<file path="config.mk">
export PLATFORM = sky130hd
export DESIGN_NAME = mem_stage_ctrl
export DESIGN_NICKNAME = d
export VERILOG_FILES = /design/src/rtl/mem_stage_ctrl.sv
export SDC_FILE = /design/constraint.sdc
export NUM_CORES = 1
export LEC_CHECK = 0
export ABC_CLOCK_PERIOD_IN_PS = 4800
export BUFFER_PORTS_ARGS = -buffer_cell sky130_fd_sc_hd__buf_2
export CAP_MARGIN = 20
export CORE_ASPECT_RATIO = 0.9
export CORE_UTILIZATION = 55
export CTS_CLUSTER_SIZE = 8
export DETAILED_ROUTE_END_ITERATION = 8
export PLACE_DENSITY = 0.84
export SYNTH_ARGS = -nofsm -noshare
export SYNTH_HDL_FRONTEND = slang
export SYNTH_SLANG_ARGS = --single-unit
</file>
<file path="constraint.sdc">
create_clock -name clk -period 4.8 [get_ports clk]
set_input_delay 0.48 -clock clk [delete_from_list [all_inputs] [get_ports clk]]
set_output_delay 0.48 -clock clk [all_outputs]
set_load 0.02 [all_outputs]
</file>
<file path="src/rtl/mem_stage_ctrl.sv">
// rtl/mem_stage_ctrl.sv - memory-stage access sequencer between EX/MEM and MEM/WB
module mem_stage_ctrl #(
    parameter int ADDR_W = 12,
    parameter int DATA_W = 16
) (
    input  logic              clk,
    input  logic              rst,
    input  logic              ex_valid,
    input  logic [31:0]       Data,
    input  logic [2:0]        WB_Address,
    input  logic              MR,
    input  logic              MW,
    input  logic              WB,
    input  logic [31:0]       Address,
    input  logic              JWSP,
    input  logic              Stack_PC,
    input  logic              Stack_Flags,
    input  logic [2:0]        Final_Flags,
    output logic              mem_req,
    output logic              mem_we,
    output logic [ADDR_W-1:0] mem_addr,
    output logic [DATA_W-1:0] mem_wdata,
    input  logic [DATA_W-1:0] mem_rdata,
    input  logic              mem_ack,
    output logic              Stall,
    output logic              wb_valid,
    output logic              WB_Out,
    output logic [2:0]        WB_Address_Out,
    output logic [DATA_W-1:0] WB_Data,
    output logic [2:0]        Flags_From_Memory,
    output logic              Flags_Restore,
    output logic [31:0]       PC_From_Memory,
    output logic              PC_Load
);

    typedef enum logic [1:0] {IDLE, ACC0, ACC1} state_t;

    localparam logic [ADDR_W-1:0] ADDR_ONE = {{(ADDR_W-1){1'b0}}, 1'b1};

    state_t            state;
    logic              op_rd;
    logic              op_dbl;
    logic              op_pc;
    logic              op_flags;
    logic              op_wb;
    logic [2:0]        op_wba;
    logic [DATA_W-1:0] op_lo;
    logic [ADDR_W-1:0] op_addr1;
    logic [DATA_W-1:0] hi_word;

    logic              is_mem;
    logic              is_dbl;
    logic              stack_op;
    logic              ack_ok;
    logic              last_word;
    logic              final_ack;
    logic [DATA_W-1:0] first_wdata;
    logic              unused_addr_hi;

    assign is_mem         = MR | MW;
    assign is_dbl         = Stack_PC | JWSP;
    assign stack_op       = is_dbl | Stack_Flags;
    assign ack_ok         = mem_req & mem_ack;
    assign last_word      = (state == ACC1) || ((state == ACC0) && !op_dbl);
    assign final_ack      = ack_ok & last_word;
    assign unused_addr_hi = ^Address[31:ADDR_W];

    // Stall releases in the final-ack cycle so EX/MEM advances on the same edge.
    assign Stall = (state == IDLE) ? (ex_valid & is_mem) : !final_ack;

    always_comb begin
        first_wdata = Data[DATA_W-1:0];
        if (is_dbl)
            first_wdata = Data[2*DATA_W-1:DATA_W];
        else if (Stack_Flags)
            first_wdata = {{(DATA_W-3){1'b0}}, Final_Flags};
    end

    always_ff @(posedge clk) begin
        if (rst) begin
            state             <= IDLE;
            mem_req           <= 1'b0;
            mem_we            <= 1'b0;
            mem_addr          <= '0;
            mem_wdata         <= '0;
            wb_valid          <= 1'b0;
            WB_Out            <= 1'b0;
            WB_Address_Out    <= '0;
            WB_Data           <= '0;
            Flags_From_Memory <= '0;
            Flags_Restore     <= 1'b0;
            PC_From_Memory    <= '0;
            PC_Load           <= 1'b0;
            op_rd             <= 1'b0;
            op_dbl            <= 1'b0;
            op_pc             <= 1'b0;
            op_flags          <= 1'b0;
            op_wb             <= 1'b0;
            op_wba            <= '0;
            op_lo             <= '0;
            op_addr1          <= '0;
            hi_word           <= '0;
        end else begin
            wb_valid      <= 1'b0;
            PC_Load       <= 1'b0;
            Flags_Restore <= 1'b0;
            if (final_ack) begin
                state          <= IDLE;
                mem_req        <= 1'b0;
                mem_we         <= 1'b0;
                wb_valid       <= 1'b1;
                WB_Out         <= op_wb;
                WB_Address_Out <= op_wba;
                WB_Data        <= (op_rd && !op_dbl && !op_flags) ? mem_rdata : op_lo;
                if (op_rd && op_pc) begin
                    PC_From_Memory <= {hi_word, mem_rdata};
                    PC_Load        <= 1'b1;
                end
                if (op_rd && op_flags) begin
                    Flags_From_Memory <= mem_rdata[2:0];
                    Flags_Restore     <= 1'b1;
                end
            end else begin
                case (state)
                    IDLE: begin
                        if (ex_valid && is_mem) begin
                            state     <= ACC0;
                            mem_req   <= 1'b1;
                            mem_we    <= MW;
                            mem_addr  <= Address[ADDR_W-1:0];
                            mem_wdata <= first_wdata;
                            op_rd     <= MR & ~MW;
                            op_dbl    <= is_dbl;
                            op_pc     <= Stack_PC;
                            op_flags  <= Stack_Flags & ~is_dbl;
                            op_wb     <= WB & ~stack_op;
                            op_wba    <= WB_Address;
                            op_lo     <= Data[DATA_W-1:0];
                            op_addr1  <= Address[ADDR_W-1:0] + ADDR_ONE;
                        end else if (ex_valid) begin
                            wb_valid       <= 1'b1;
                            WB_Out         <= WB & ~stack_op;
                            WB_Address_Out <= WB_Address;
                            WB_Data        <= Data[DATA_W-1:0];
                        end
                    end
                    ACC0: begin
                        // First word of a two-word op done; drop req for one cycle before word1.
                        if (ack_ok) begin
                            state     <= ACC1;
                            mem_req   <= 1'b0;
                            hi_word   <= mem_rdata;
                            mem_addr  <= op_addr1;
                            mem_wdata <= op_lo;
                        end
                    end
                    ACC1: begin
                        if (!mem_req)
                            mem_req <= 1'b1;
                    end
                    default: state <= IDLE;
                endcase
            end
        end
    end

endmodule

</file>
# Word-level counts from Yosys, hierarchy flattened
# Cells that the tools add are included.
# totals
register_bits	142
latch_bits	0
mem_bits_rw	0
romBits	0
mem_count	0
# classes
add_sub_neg	1
mul	0
div	0
order_cmp	0
n_eq_ne	5
shifts	0
mux	34
bitwise	14
n_reduce_logical	26
# op_table
cell	n
$mux 16	9
$pmux 16 s2	1
$mux 12	2
$pmux 12 s2	1
$reduce_and 3->1	5
$mux 1	13
$add 12x1->12 const B	1
$mux 3	4
$and 1x1->1	6
$logic_and 1x1->1	6
$pmux 2 s3	1
$reduce_and 2->1	3
$reduce_bool 2->1	3
$not 1->1	5
$mux 2	2
$ne 2x2->1 const B	2
$reduce_and 4->1	1
$reduce_or 2->1	2
$logic_not 1->1	3
$or 1x1->1	3
$pmux 1 s3	1
$reduce_bool 3->1	1
$eq 2x1->1 const B	1
$eq 2x2->1 const B	1
other kinds (3)	3

# Depth between registers and ports, before layout
# Gate-level depths: netlist of the first run.
# depth
ltp_word	8
ltp_mapped	9

# Worst setup path before layout of the first run
# No wires, ideal clock.
# synth_timing
kind	flip-flop to output port
from	reg state[1]
to	out Stall
t_arrival_ns	1.845
t_required_ns	4.320
setup_slack_ns	2.475
stages_incl_launch_ff	10
cell_sequence	dfxtp_1 inv_1 ha_1 buf_2 nor2b_4 o21ai_2 buf_2 buf_2 nor2_1 a21oi_1
# synth_between
elab_chain_len	6
elab_cells_between_ends	8
cone_classes	2 x eq/ne; 1 x mux; 1 x bitwise; 4 x reduce/logical
# synth_rtl
item	line_no	rtl
start: declaration	40	state_t state;
start signal: assignment	81	state <= IDLE;
start signal: assignment	108	state <= IDLE;
start signal: assignment	127	state <= ACC0;
$eq 2x1->1	64	assign last_word = (state == ACC1) || ((state == ACC0) && !op_dbl);
$logic_and 1x1->1	64	
$logic_or 1x1->1	64	
$and 1x1->1	65	assign final_ack = ack_ok & last_word;
$logic_not 1->1	69	assign Stall = (state == IDLE) ? (ex_valid & is_mem) : !final_ack;
$mux 1 *	69	
end: declaration	25	output logic Stall,
# Mark *: on every way between the ends. The rest lies on a longest branch, timed or not.

# Final worst setup path of the first run
# layout_timing
from	reg state[1]
to	reg mem_addr[1]
# layout_between
elab_chain_len	6
elab_cells_between_ends	12
cone_classes	4 x eq/ne; 1 x mux; 2 x bitwise; 5 x reduce/logical
# layout_rtl
item	line_no	rtl
$eq 2x1->1	64, 124	
$logic_and 1x1->1	64	
$logic_or 1x1->1	64	
$and 1x1->1	65	
$not 1->1 (no source line)	-	
$reduce_and 4->1 (no source line)	-	
end signal: assignment	130	mem_addr <= Address[ADDR_W-1:0];
end signal: assignment	153	mem_addr <= op_addr1;
end: declaration	21	output logic [ADDR_W-1:0] mem_addr,
# Several ways; a longest one is shown, not always the timed one.
# A chain may end at the register's enable or synchronous reset.

==> results of run 1 <==
==> how the worst max path moves through the flow <==
stage               startpoint          end  slack, ps  cells past startpoint
CTS                   state[1]        Stall       2010                      7
global route          state[1]        Stall       1840                      7
floorplan             state[1]        Stall       2480                      9
finish                state[1]  mem_addr[1]       1990                      8
detailed placement    state[1]  mem_addr[4]       2100                      7
global placement      state[1]  mem_addr[7]       2040                      7
==> cell type report <==
cell class	count	area, sq um	area share
Clock buffer	17	425	0.0541
Clock inverter	15	171	0.0218
Inverter	4	15.0	0.00191
Multi-Input combinational cell	521	3270	0.415
Sequential cell	142	2840	0.361
Tap cell	156	195	0.0248
Timing Repair Buffer	175	948	0.121
==> critical path, cell delays in order (launching register included) <==
cell,delay (ps)
dfxtp_1,320
inv_1,110
ha_1,190
buf_4,410
inv_2,280
o22ai_2,670
buf_8,240
a31oi_1,140
a211oi_1,320
==> sequential cells by signal, indices dropped and copies added (netlist names), 2 cells and up <==
register and count:
mem_addr 12, WB_Data 16, hi_word 16, mem_wdata 16, op_wba 3, state 2
op_lo 16, PC_From_Memory 32, WB_Address_Out 3, Flags_From_Memory 3, op_addr1 12
==> routing by layer <==
layer,vias to the layer above,wire length [um],global-route usage
li1,2901,-,-
met1,2859,7340,0.371
met2,279,8340,0.451
met3,39,1070,0.0586
met4,0,471,0.118
met5,-,0,0
==> cell families (layout without fill, tap and decap cells) <==
| kind of cell | count (synthesis) | after routing |
|---|---|---|
| and+or+nand+nor | 243 | 243 |
| AOI/OAI and AO/OA | 208 | 208 |
| DFF | 142 | 142 |
| buffers and inverters | 71 | 211 |
| muxes | 56 | 56 |
| xor gates and xnor gates | 9 | 9 |
| adders and majority gates | 5 | 5 |
==> placed cells by master (no fill, tap or decap), types with 4 or more instances in the layout <==
| cell type | netlist | layout |
|---|---|---|
| buf_2 | 24 | 163 |
| dfxtp_1 | 142 | 142 |
| nand2_1 | 117 | 117 |
| a21oi_1 | 70 | 70 |
| a211oi_1 | 63 | 63 |
| mux2i_1 | 56 | 56 |
| nor2_1 | 41 | 41 |
| nor2b_1 | 29 | 29 |
| a31oi_1 | 28 | 28 |
| clkbuf_16 | 0 | 17 |
| o21ai_0 | 16 | 16 |
| nand4_1 | 15 | 15 |
| or4b_1 | 13 | 13 |
| o31ai_1 | 13 | 13 |
| xor2_1 | 8 | 8 |
| buf_4 | 10 | 8 |
| nand3_1 | 7 | 7 |
| o21a_1 | 5 | 5 |
| ha_1 | 5 | 5 |
| clkinv_2 | 0 | 5 |
| clkinvlp_4 | 0 | 4 |
==> power by group through the flow <==
stage,registers [mW],clock network (mW),logic [mW]
floorplan,1.62,0,0.707
global placement,1.49,0,1.12
detailed placement,1.49,0,1.16
CTS,1.47,1.34,1.17
global route,1.49,1.39,1.29
finish,1.47,1.32,1.19
==> results.yml, run 1 <==
cells_and_area:
  area_delta_synth_final_pct: 21.5
  nets: 962
  final_cells: 1030
  n_antenna_cell: 0
  fin_util: 0.688
  fillCellCount: 932
  drive_gt1_frac: 0.249
  stdcell_area_sq_um: 7860
power:
  swShare: 0.347
  clkPwrFrac: 0.332
  switchingPower_mw: 1.38
  power_frac_comb: 0.299
  p_total_mw: 3.99
  p_int_mw: 2.61
  p_per_area_nw_per_um2: 507
  p_leak_nw: 3.30
  ir_drop_mv: 0.323
  sequentialPowerShare: 0.369
synthesis:
  synth_xor_xnor_area_share: 0.0122
  synthesis.nets: 835
  synth_top_area_frac: 0.439
  ys_types: 46
  ys_warn_count: 0
  ys_seq_area_frac: 0.439
  synth_area_leaders: "dfxtp_1, mux2i_1, a211oi_1, nand2_1, a21oi_1"
  async_flop_share: 0
  synth-simple-area-share: 0.187
  synth.avg_cell_area_sq_um: 8.81
  synth_cells: 734
  synthTopCellsByCount: "dfxtp_1, nand2_1, a21oi_1"
  synthAdderAreaFrac: 0.00967
  yosysMostFrequentCell: "dfxtp_1"
  ys.flop_type: "dfxtp_1"
  synth.cell_area_sq_um: 6470
  synth-seq-cells: 142
  synth_top_family_by_area: "compound AO/OA/AOI/OAI gates"
  synth_edf_count: 0
  synth_compound_area_frac: 0.207
  synthMuxAreaShare: 0.0866
  yosysTopAreaCell: "dfxtp_1"
clocking:
  post_cts_resized: 0
  cts_max_level: 4
  cts_buffers: 17
  cts_setup_buffers: 0
  cts-root-buf: "clkbuf_16"
  clock-sinks: 142
  clk_pin_slew_ps: 60
  clock_latency_ps: 420
  cts_max_path_buffers: 2
  hold_buffers: 0
  cts_tree: "done"
timing:
  fin_tns_setup_ps: 0
  setup_viol: 0
  holdWs_ps: 308
  final_max_slew_viol_count: 0
  finalHoldViolations: 0
  rsz0062_at_grt: "no"
  min_period_ps: 2810
  worst_slack_ps: 1990
  skew_ps: 10.5
  fmax_mhz: 356
  max_slew.worst_pin.slew_ps: 1080
  maxSlewHeadroom: 0.282
  fin_crit_sh: 0.585
floorplanning:
  rows: 37
  initial_utilization: 0.566
  num_io_pins: 185
  fp.dieW_um: 116
  die_area_sq_um: 12200
  core_area_sq_um: 11400
  die_h_um: 105
global_route:
  grt.overflow.total: 0
  antenna_found_initial: 0
  grt_pass1_wl_mm: 26.9
  grt_pass1_vias: 5382
  globalRouteTotalUtil: 0.284
  grt_max_degree: 105
min_path:
  whs_path_depth: 2
  hp-class: "in -> reg"
  min_to: "op_addr1[0]"
  worstHoldStart: "Address[0]"
critical_path:
  reg2reg_depth: 8
  crit_path_end_kind: "flop"
  crit_required_ps: 5100
  worstReg2RegStart: "state[1]"
  r2r-end: "mem_addr[1]"
  criticalPathCategory: "reg -> reg"
  crit_arrival_ps: 3110
  cp_max_fo: 34
  r2r_slack_ps: 1990
  startpoint_type: "flop"
outcome:
  status: "complete, no violations"
job:
  cap_viol_max_count: 0
routing:
  wirelength_mm: 17.2
  vias_per_cell: 5.90
  ant_nets: 0
  vias: 6078
  drt-initial-drc-count: 601
  wl_per_cell_um: 16.7
  drcViolationCount: 0
  dr.pass1.iters: 5
place:
  place_area_sq_um: 7210
  hpwl_mm: 11.2
  io_buffers: 164
  placed_cells: 995
  place_congestion: 0.855
  place_ws_ps: 2100
Note: power is estimated with default switching activity, not from simulation.
==> inputs of run 2 (changes only) <==
==> config.mk (replaced) <==
export PLATFORM = sky130hd
export DESIGN_NAME = mem_stage_ctrl
export DESIGN_NICKNAME = d
export VERILOG_FILES = /design/src/rtl/mem_stage_ctrl.sv
export SDC_FILE = /design/constraint.sdc
export NUM_CORES = 1
export LEC_CHECK = 0
export ABC_AREA = 1
export ABC_CLOCK_PERIOD_IN_PS = 2660
export BUFFER_PORTS_ARGS = -buffer_cell sky130_fd_sc_hd__buf_2
export CAP_MARGIN = 20
export CORE_ASPECT_RATIO = 0.9
export CORE_UTILIZATION = 52
export CTS_CLUSTER_SIZE = 8
export DETAILED_ROUTE_END_ITERATION = 8
export PLACE_DENSITY = 0.8
export SYNTH_ARGS = -nofsm -noshare
export SYNTH_HDL_FRONTEND = slang
export SYNTH_SLANG_ARGS = --single-unit
==> constraint.sdc (replaced) <==
create_clock -name clk -period 2.66 [get_ports clk]
set_input_delay 0.266 -clock clk [delete_from_list [all_inputs] [get_ports clk]]
set_output_delay 0.266 -clock clk [all_outputs]
set_load 0.02 [all_outputs]
==> results.yml, run 2 <==
cells_and_area:
  nets: 1142
  fillCellCount: 1116
  regMostFlops: "PC_From_Memory"
  fin_util: 0.650
  area_delta_synth_final_pct: 21.9
  final_cell_mix: "nand2_1, buf_2, dfxtp_1"
  layout_commonest_cell: "nand2_1"
  largest_reg_flops: 32
  drive_gt1_frac: 0.215
timing:
  setup_viol: 0
  skew_ps: 11.3
  min_period_ps: 2240
  finalHoldViolations: 0
  maxSlewHeadroom: 0.544
  fin_crit_sh: 0.843
  fmax_mhz: 446
  rsz0062_at_grt: "no"
  final_max_slew_viol_count: 0
  fin_tns_setup_ps: 0
  max_slew.worst_pin.slew_ps: 683
routing:
  vias: 6552
  drcViolationCount: 0
  ant_nets: 0
  drt-initial-drc-count: 702
  vias_per_cell: 5.39
  dr.pass1.iters: 6
  wirelength_mm: 18.1
  wl_per_cell_um: 14.9
synthesis:
  synth.avg_cell_area_sq_um: 7.08
  synth_cells: 909
  ys.flop_type: "dfxtp_1"
  async_flop_share: 0
  synth_area_leaders: "dfxtp_1, nand2_1, nor2_1, a21oi_1, o21ai_0"
  synth.cell_area_sq_um: 6440
  synthesis.nets: 1010
  yosysMostFrequentCell: "nand2_1"
  synth-seq-cells: 142
  synthTopCellsByCount: "nand2_1, dfxtp_1, nor2_1"
  ys_warn_count: 0
  yosysTopAreaCell: "dfxtp_1"
  synth_edf_count: 0
  ys_types: 33
  synth_top_area_frac: 0.442
  ys_seq_area_frac: 0.442
critical_path:
  cpPeakStageDelay_ps: 330
  r2r_slack_ps: 420
  startpoint_type: "flop"
  crit_required_ps: 2960
  crit_path_end_kind: "flop"
  critPathSlowestCell: "dfxtp_1"
  cp_max_fo: 20
  crit_arrival_ps: 2540
  path_cells: "inv_1 > ha_1 > buf_4 > inv_2 > nor3_4 > buf_4 > inv_1 > nor2_1 > nor2_1"
  criticalPathCategory: "reg -> reg"
power:
  p_total_mw: 7.24
  p_leak_nw: 3.75
  ir_drop_mv: 0.519
  p_per_area_nw_per_um2: 923
clocking:
  cts_max_path_buffers: 2
  cts_setup_buffers: 0
  hold_buffers: 0
  clock-sinks: 142
  clock_latency_ps: 410
  cts_buffers: 17
  post_cts_resized: 0
  cts_max_level: 4
  cts_tree: "done"
  clk_pin_slew_ps: 60
  cts-root-buf: "clkbuf_16"
floorplanning:
  die_h_um: 108
  initial_utilization: 0.533
  core_area_sq_um: 12100
  fp.dieW_um: 119
  rows: 38
  num_io_pins: 185
  die_area_sq_um: 12800
place:
  io_buffers: 164
  place_congestion: 0.899
  hpwl_mm: 12.0
min_path:
  hp-class: "in -> reg"
global_route:
  antenna_found_initial: 2
  grt_pass1_vias: 5895
  grt_max_degree: 78
  grt_pass1_wl_mm: 29.0
  grt.overflow.total: 0
  globalRouteTotalUtil: 0.287
outcome:
  status: "complete, no violations"
job:
  cap_viol_max_count: 0
-- run 2: cell count changes in the layout (fill, tap and decap cells not counted), sizes merged, moves of 42 or more --
cell / before / now
nor2: 42 / 132
a211oi: 63 / 0
nand3: 7 / 49
o21ai: 17 / 84
inv: 5 / 65
mux2i: 56 / 5
nand2: 117 / 210
-- run 2: cells by family (layout without fill, tap and decap cells) --
family | after synthesis | count (layout) | synth area share
flops | 142 | 142 | 0.442
buf+inv | 124 | 269 | 0.0865
simple gates | 432 | 432 | 0.287
xor+xnor | 3 | 3 | 0.00408
mux | 5 | 5 | 0.00777
compound gates | 198 | 198 | 0.163
fa+ha+maj | 5 | 5 | 0.00972
other cells | 0 | 1 | 0
-- run 2: layout make-up --
cell class / count / area, sq um / area share
flip-flops and latches: 142 / 2840 / 0.362
multi-input cells: 643 / 3040 / 0.388
repair buffers: 176 / 936 / 0.119
clock buffers: 18 / 439 / 0.0559
diodes: 1 / 2.50 / 0.000319
well taps: 160 / 200 / 0.0255
clock inverters: 14 / 156 / 0.0199
inverters: 61 / 229 / 0.0292
-- run 2: per-layer routing --
metal	GRT usage	vias up	wire, um
li1	-	3261	-
met1	0.379	2990	7930
met2	0.456	260	8350
met3	0.0646	39	1380
met4	0.113	2	397
met5	0	-	13
-- run 2: where the power goes --
part	internal, mW	switching [mW]
clock network	1.42	0.980
registers	2.48	0.168
logic	0.709	1.48
total	4.61	2.63
-- run 2: worst paths after layout --
check,start,endpoint,cells after the start
hold reg to reg,op_wb,op_wb,2
setup / recovery,state[1],hi_word[15],9
setup reg to reg,state[1],hi_word[15],9
hold / removal,WB_Address[2],op_wba[2],3
-- run 2: worst max-delay path: cells and delay by family (launching register included) --
| kind | cells | cell delay, ps |
|---|---|---|
| flops | 1 | 330 |
| simple gates | 3 | 470 |
| fa+ha+maj | 1 | 250 |
| buf+inv | 5 | 1080 |
-- run 2: through the flow --
stage / setup WS [ps] / cells / area, sq um / hold WS (ps)
3_3_place_gp: 518 / 1182 / 7250 / 436
6_report: 419 / 1215 / 7850 / 98.9
3_5_place_dp: 504 / 1182 / 7250 / 442
4_1_cts: 455 / 1214 / 7850 / 86.0
2_1_floorplan: 723 / 909 / 6440 / 356
5_1_grt: 274 / 1214 / 7850 / 95.0
